## config.mk

```make
export PLATFORM = sky130hd
export DESIGN_NAME = pong_game_ctrl_flat
export DESIGN_NICKNAME = d
export VERILOG_FILES = /design/src/rtl/pong_game_ctrl_if.sv /design/src/rtl/pong_game_ctrl.sv /design/src/flat_wrapper.sv
export SDC_FILE = /design/constraint.sdc
export NUM_CORES = 1
export LEC_CHECK = 0
export ABC_AREA = 0
export BUFFER_PORTS_ARGS = -buffer_cell sky130_fd_sc_hd__buf_4
export CELL_PAD_IN_SITES_DETAIL_PLACEMENT = 0
export CELL_PAD_IN_SITES_GLOBAL_PLACEMENT = 2
export CORE_MARGIN = 5
export CORE_UTILIZATION = 28
export DETAILED_ROUTE_END_ITERATION = 12
export PLACE_DENSITY_LB_ADDON = 0.1
export REMOVE_ABC_BUFFERS = 1
export SLEW_MARGIN = 20
export SYNTH_ARGS = -nofsm -noshare
export SYNTH_HDL_FRONTEND = slang
export SYNTH_SLANG_ARGS = --single-unit
```

## constraint.sdc

```tcl
create_clock -name clk -period 2.55 [get_ports clk]
set_input_delay 0.51 -clock clk [delete_from_list [all_inputs] [get_ports clk]]
set_output_delay 0.51 -clock clk [all_outputs]
set_load 0.01 [all_outputs]
```

## src/rtl/pong_game_ctrl_if.sv

```systemverilog
// Pong game controller bus: graphics/button events in, game status out.
// Combinational bundle only; timing is set by the controller that owns it.
// No backpressure: every event is a single-cycle pulse or a level.
interface pong_game_ctrl_if;
  logic [1:0] btn1;
  logic [1:0] btn2;
  logic       refr_tick;
  logic       hit;
  logic       miss_l;
  logic       miss_r;
  logic       gra_still;
  logic [1:0] state;
  logic [3:0] score_l;
  logic [3:0] score_r;
  logic [7:0] rally;
  logic       serve_dir;
  logic       winner;

  // Event source side (graphics unit, buttons) and overlay reader.
  modport master (
    output btn1, btn2, refr_tick, hit, miss_l, miss_r,
    input  gra_still, state, score_l, score_r, rally, serve_dir, winner
  );

  // Game controller side.
  modport slave (
    input  btn1, btn2, refr_tick, hit, miss_l, miss_r,
    output gra_still, state, score_l, score_r, rally, serve_dir, winner
  );
endinterface

```

## src/rtl/pong_game_ctrl.sv

```systemverilog
// Pong game sequencer: scores, rally count, serve/game-over delay timer.
// One-cycle latency: every output is registered and moves on the edge after its cause.
// No backpressure: events arriving outside the state that uses them are dropped.
module pong_game_ctrl #(
  parameter int WIN_SCORE    = 9,
  parameter int DELAY_FRAMES = 120,
  parameter int TIMER_W      = 8
) (
  input  logic               clk,
  input  logic               reset,
  pong_game_ctrl_if.slave    bus
);

  typedef enum logic [1:0] {
    NEWGAME = 2'b00,
    PLAY    = 2'b01,
    NEWBALL = 2'b10,
    OVER    = 2'b11
  } state_t;

  localparam logic [3:0]         WIN   = 4'(WIN_SCORE);
  localparam logic [TIMER_W-1:0] DELAY = TIMER_W'(DELAY_FRAMES);

  state_t             state_q;
  logic               gra_still_q;
  logic [3:0]         score_l_q;
  logic [3:0]         score_r_q;
  logic [7:0]         rally_q;
  logic               serve_dir_q;
  logic               winner_q;
  logic [TIMER_W-1:0] timer_q;

  logic               any_btn;
  logic [3:0]         score_l_d;
  logic [3:0]         score_r_d;
  logic               timer_zero;

  assign any_btn    = (|bus.btn1) | (|bus.btn2);
  assign score_l_d  = score_l_q + 4'd1;
  assign score_r_d  = score_r_q + 4'd1;
  assign timer_zero = (timer_q == '0);

  // Game FSM with all outputs, counters and the delay timer registered together.
  always_ff @(posedge clk) begin
    if (reset) begin
      state_q     <= NEWGAME;
      gra_still_q <= 1'b1;
      score_l_q   <= 4'd0;
      score_r_q   <= 4'd0;
      rally_q     <= 8'd0;
      serve_dir_q <= 1'b0;
      winner_q    <= 1'b0;
      timer_q     <= '0;
    end else begin
      case (state_q)
        NEWGAME: begin
          // Scores of the last game stay visible until someone starts a new one.
          if (any_btn) begin
            score_l_q   <= 4'd0;
            score_r_q   <= 4'd0;
            rally_q     <= 8'd0;
            serve_dir_q <= 1'b0;
            state_q     <= PLAY;
            gra_still_q <= 1'b0;
          end
        end

        PLAY: begin
          // miss_l has priority over miss_r; any miss masks a coincident hit.
          if (bus.miss_l) begin
            score_r_q   <= score_r_d;
            serve_dir_q <= 1'b0;
            timer_q     <= DELAY;
            gra_still_q <= 1'b1;
            if (score_r_d == WIN) begin
              state_q  <= OVER;
              winner_q <= 1'b1;
            end else begin
              state_q  <= NEWBALL;
            end
          end else if (bus.miss_r) begin
            score_l_q   <= score_l_d;
            serve_dir_q <= 1'b1;
            timer_q     <= DELAY;
            gra_still_q <= 1'b1;
            if (score_l_d == WIN) begin
              state_q  <= OVER;
              winner_q <= 1'b0;
            end else begin
              state_q  <= NEWBALL;
            end
          end else if (bus.hit && (rally_q != 8'hFF)) begin
            rally_q <= rally_q + 8'd1;
          end
        end

        NEWBALL: begin
          // Button is a level: one held through the delay serves as soon as it expires.
          if (!timer_zero) begin
            if (bus.refr_tick) timer_q <= timer_q - 1'b1;
          end else if (any_btn) begin
            rally_q     <= 8'd0;
            state_q     <= PLAY;
            gra_still_q <= 1'b0;
          end
        end

        OVER: begin
          if (!timer_zero) begin
            if (bus.refr_tick) timer_q <= timer_q - 1'b1;
          end else begin
            state_q <= NEWGAME;
          end
        end

        default: begin
          state_q     <= NEWGAME;
          gra_still_q <= 1'b1;
        end
      endcase
    end
  end

  assign bus.gra_still = gra_still_q;
  assign bus.state     = state_q;
  assign bus.score_l   = score_l_q;
  assign bus.score_r   = score_r_q;
  assign bus.rally     = rally_q;
  assign bus.serve_dir = serve_dir_q;
  assign bus.winner    = winner_q;

endmodule

```

## src/flat_wrapper.sv

```systemverilog
// flat-port wrapper written by rule: the top's interface ports become plain ports
module pong_game_ctrl_flat 
#(
  parameter int WIN_SCORE    = 9,
  parameter int DELAY_FRAMES = 120,
  parameter int TIMER_W      = 8
)
  (clk, reset, bus_btn1, bus_btn2, bus_refr_tick, bus_hit, bus_miss_l, bus_miss_r, bus_gra_still, bus_state, bus_score_l, bus_score_r, bus_rally, bus_serve_dir, bus_winner);
  pong_game_ctrl_if bus_i ();
  input  logic clk;
  input  logic reset;
  input wire logic [$bits(bus_i.btn1)-1:0] bus_btn1;
  input wire logic [$bits(bus_i.btn2)-1:0] bus_btn2;
  input wire logic [$bits(bus_i.refr_tick)-1:0] bus_refr_tick;
  input wire logic [$bits(bus_i.hit)-1:0] bus_hit;
  input wire logic [$bits(bus_i.miss_l)-1:0] bus_miss_l;
  input wire logic [$bits(bus_i.miss_r)-1:0] bus_miss_r;
  output wire logic [$bits(bus_i.gra_still)-1:0] bus_gra_still;
  output wire logic [$bits(bus_i.state)-1:0] bus_state;
  output wire logic [$bits(bus_i.score_l)-1:0] bus_score_l;
  output wire logic [$bits(bus_i.score_r)-1:0] bus_score_r;
  output wire logic [$bits(bus_i.rally)-1:0] bus_rally;
  output wire logic [$bits(bus_i.serve_dir)-1:0] bus_serve_dir;
  output wire logic [$bits(bus_i.winner)-1:0] bus_winner;
  assign bus_i.btn1 = bus_btn1;
  assign bus_i.btn2 = bus_btn2;
  assign bus_i.refr_tick = bus_refr_tick;
  assign bus_i.hit = bus_hit;
  assign bus_i.miss_l = bus_miss_l;
  assign bus_i.miss_r = bus_miss_r;
  assign bus_gra_still = bus_i.gra_still;
  assign bus_state = bus_i.state;
  assign bus_score_l = bus_i.score_l;
  assign bus_score_r = bus_i.score_r;
  assign bus_rally = bus_i.rally;
  assign bus_serve_dir = bus_i.serve_dir;
  assign bus_winner = bus_i.winner;
  pong_game_ctrl #(.WIN_SCORE(WIN_SCORE), .DELAY_FRAMES(DELAY_FRAMES), .TIMER_W(TIMER_W)) u_core (.clk(clk), .reset(reset), .bus(bus_i));
endmodule
```

==> summary.md <==
| Metric | Value |
|---|---|
| Max Clk Rate | `0.531 GHz` |
| Synth top area share | `37.2%` |
| RePlAce Congestion | `0.730` |
| Min Clock Period, post-route | `1880 ps` |
| Post-CTS Setup Bufs | `0` |
| Top cells by area, synth | `dfxtp_1 37%, ha_1 5.6%, a21oi_1 4.8%, nor2_1 4.8%, nand2_1 4.1%` |
| Starting density of the core | `28.5%` |
| Placed cell area | `1870 sq um` |
| Resize count post-CTS | `0` |
| Crit path max fanout | `7` |
| Most used DFF post-synth | `dfxtp_1` |
| Clock skew | `3.52 ps` |
| Grt ovf | `0` |
| Routed WL | `4400 um` |
| Final Hold Fails | `0` |
| DP Wirelength | `3260 um` |
| Setup violations, final | `0` |
| Setup crit end kind | `register` |
| Setup_tns | `0 ps` |
| Ports | `31` |
| Seq cells post-synth | `29` |
| Share of layout cells above drive strength 1 | `21.4%` |
| Worst slew margin | `61.5%` |
| Number of H-tree levels | `2` |
| RSZ-0062 raised after global routing | `false` |
| CTS Buf Count | `5` |
| Seq/Total Area, Yosys | `37.2%` |
| Cts hold-fix bufs | `0` |
| Die Ht | `84.6 um` |
| GRT Total Usage | `13.1%` |
| Post-synth EDFFs | `0` |
| Clock root buffer | `clkbuf_8` |
| Skew-Pair Late Insertion Delay | `280 ps` |
| DRC | `0` |
| Initial antenna violation count | `0` |
| Syn Std Cell Area | `1560 sq um` |
| Post-synth top area cell | `dfxtp_1` |
| Iteration-0 DRC Markers | `76` |
| Vias in the first global route | `1527` |
| Worst Setup Start Kind | `register` |
| Setup CP Type | `reg2reg` |
| Die area | `7160 sq um` |
| Vias | `1483` |
| Post-Syn Instances | `190` |
| # rows | `27` |
| Post-route clock period utilization | `73.9%` |
| DR WL/cell | `14.9 um` |
| Synth cell types | `43` |
| First-pass GRT wire length | `7530 um` |
| Max-cap viol count | `0` |
| Synth warn | `0` |
| Hold WC Path Type | `in2reg` |
| Status | `finished, final reports clean` |
| Core Box Area | `5470 sq um` |
| Routed vias/inst | `5.01` |
| I/O Buffers | `30` |
| Lkg Pwr | `0.000784 uW` |
| Design Area, Final | `1980 sq um` |
| Clock sinks | `29` |
| Synth top cells by count | `29 x dfxtp_1, 20 x nor2_1, 17 x nand2_1` |
| Most frequent cell after synthesis | `dfxtp_1` |
| Clock transition at path regs | `70 ps` |
| Post-Syn Area per Cell | `8.21 sq um` |
| Final net count | `240` |
| Required time of the worst setup path | `2710 ps` |
| Slew Viols, Final | `0` |
| Drt pass-1 iters | `4` |
| Final setup margin | `665 ps` |
| Largest net degree at the start of global routing | `29` |
| Dpl ws | `597 ps` |
| CP arrival | `2040 ps` |
| Antenna Nets Post-Route | `0` |
| Clk buf depth | `2` |
| Maximum vdd drop | `301 uV` |
| Antenna diode count | `0` |
| Pwr per Cell Area | `615 nW/um^2` |
| Die width | `84.6 um` |
| CTS tree | `yes` |
| P&R area growth vs syn | `27.2%` |
| Worst Tran Pin Value | `576 ps` |
| Fraction of registers with async set/reset | `0%` |
-- sequential cells by signal (all words and copies together), names as in the netlist --
signal                flops
u_core.bus.serve_dir      1
u_core.bus.state          2
u_core.bus.score_l        4
u_core.bus.rally          8
u_core.timer_q            8
u_core.bus.score_r        4
u_core.bus.gra_still      1
u_core.bus.winner         1
-- power breakdown --
| part | internal [uW] | leakage [uW] | total (uW) | switching [uW] |
|---|---|---|---|---|
| clock | 318 | 0.0000585 | 503 | 184 |
| sequential | 475 | 0.000236 | 500 | 25.3 |
| combinational | 85.9 | 0.000490 | 217 | 131 |
| total | 879 | 0.000784 | 1220 | 341 |
-- metrics by stage --
stage / cells / hold slack (ps) / total power [uW] / utilization (%)
floorplan: 183 / 451 / 635 / -
global placement: 288 / 486 / 730 / 34.1
detailed placement: 288 / 493 / 730 / 34.1
CTS: 296 / 442 / 1240 / 36.2
global route: 296 / 452 / 1290 / 36.2
finish: 296 / 453 / 1220 / 36.2
-- placed cells by master (no fill, tap or decap), drive strengths merged, types with 4 or more instances in the layout --
master	instances
dfxtp	29
nor3	9
a211oi	8
inv	10
nor2	20
buf	33
nand2	18
ha	7
clkbuf	7
or3	4
xnor2	6
a21oi	15
nand3	7
o21ai	10
-- cell families (layout without fill, tap and decap cells) --
| logic type | Yosys count | after routing | share of synthesized area (%) |
|---|---|---|---|
| compound gates | 50 | 50 | 22.2 |
| xor+xnor | 7 | 7 | 3.93 |
| buf+inv | 17 | 51 | 4.33 |
| fa+ha+maj | 7 | 7 | 5.62 |
| simple gates | 80 | 80 | 26.7 |
| flops | 29 | 29 | 37.2 |
-- final timing paths --
path | start | depth (start not counted) | slack [ps] | endpoint
worst min register to register | u_core.timer_q[4]$_SDFFE_PP0P_ | 1 | 510 | u_core.timer_q[4]$_SDFFE_PP0P_
worst max-delay path | u_core.timer_q[0]$_SDFFE_PP0P_ | 7 | 670 | u_core.bus.rally[3]$_SDFFE_PP0P_
worst min-delay path | bus_miss_r | 2 | 450 | u_core.bus.winner$_SDFFE_PP0P_
worst max register to register | u_core.timer_q[0]$_SDFFE_PP0P_ | 7 | 670 | u_core.bus.rally[3]$_SDFFE_PP0P_
-- cell type report --
type | count | area [sq um]
Fill cell | 598 | 3490
Inverter | 10 | 37.5
Tap cell | 72 | 90.1
Multi-Input combinational cell | 144 | 911
Timing Repair Buffer | 33 | 248
Clock buffer | 7 | 86.3
Sequential cell | 29 | 581
Clock inverter | 1 | 30.0
-- layer usage --
| metal | GRT usage (%) | vias up | part of all wire (%) |
|---|---|---|---|
| met5 | 0 | - | 0 |
| met4 | 5.04 | 0 | 2.0 |
| met3 | 3.83 | 9 | 4.3 |
| met2 | 21.5 | 27 | 47 |
| met1 | 16.0 | 695 | 47 |
| li1 | - | 752 | - |
-- worst max-delay path, stage by stage, from the launching register on --
cell and delay, ps:
dfxtp_1 310, inv_1 110, ha_1 150, or3b_2 490, o21ai_1 170, nand2_2 140
o21ai_4 260, a311oi_1 130
(Power assumes the default switching activity.)
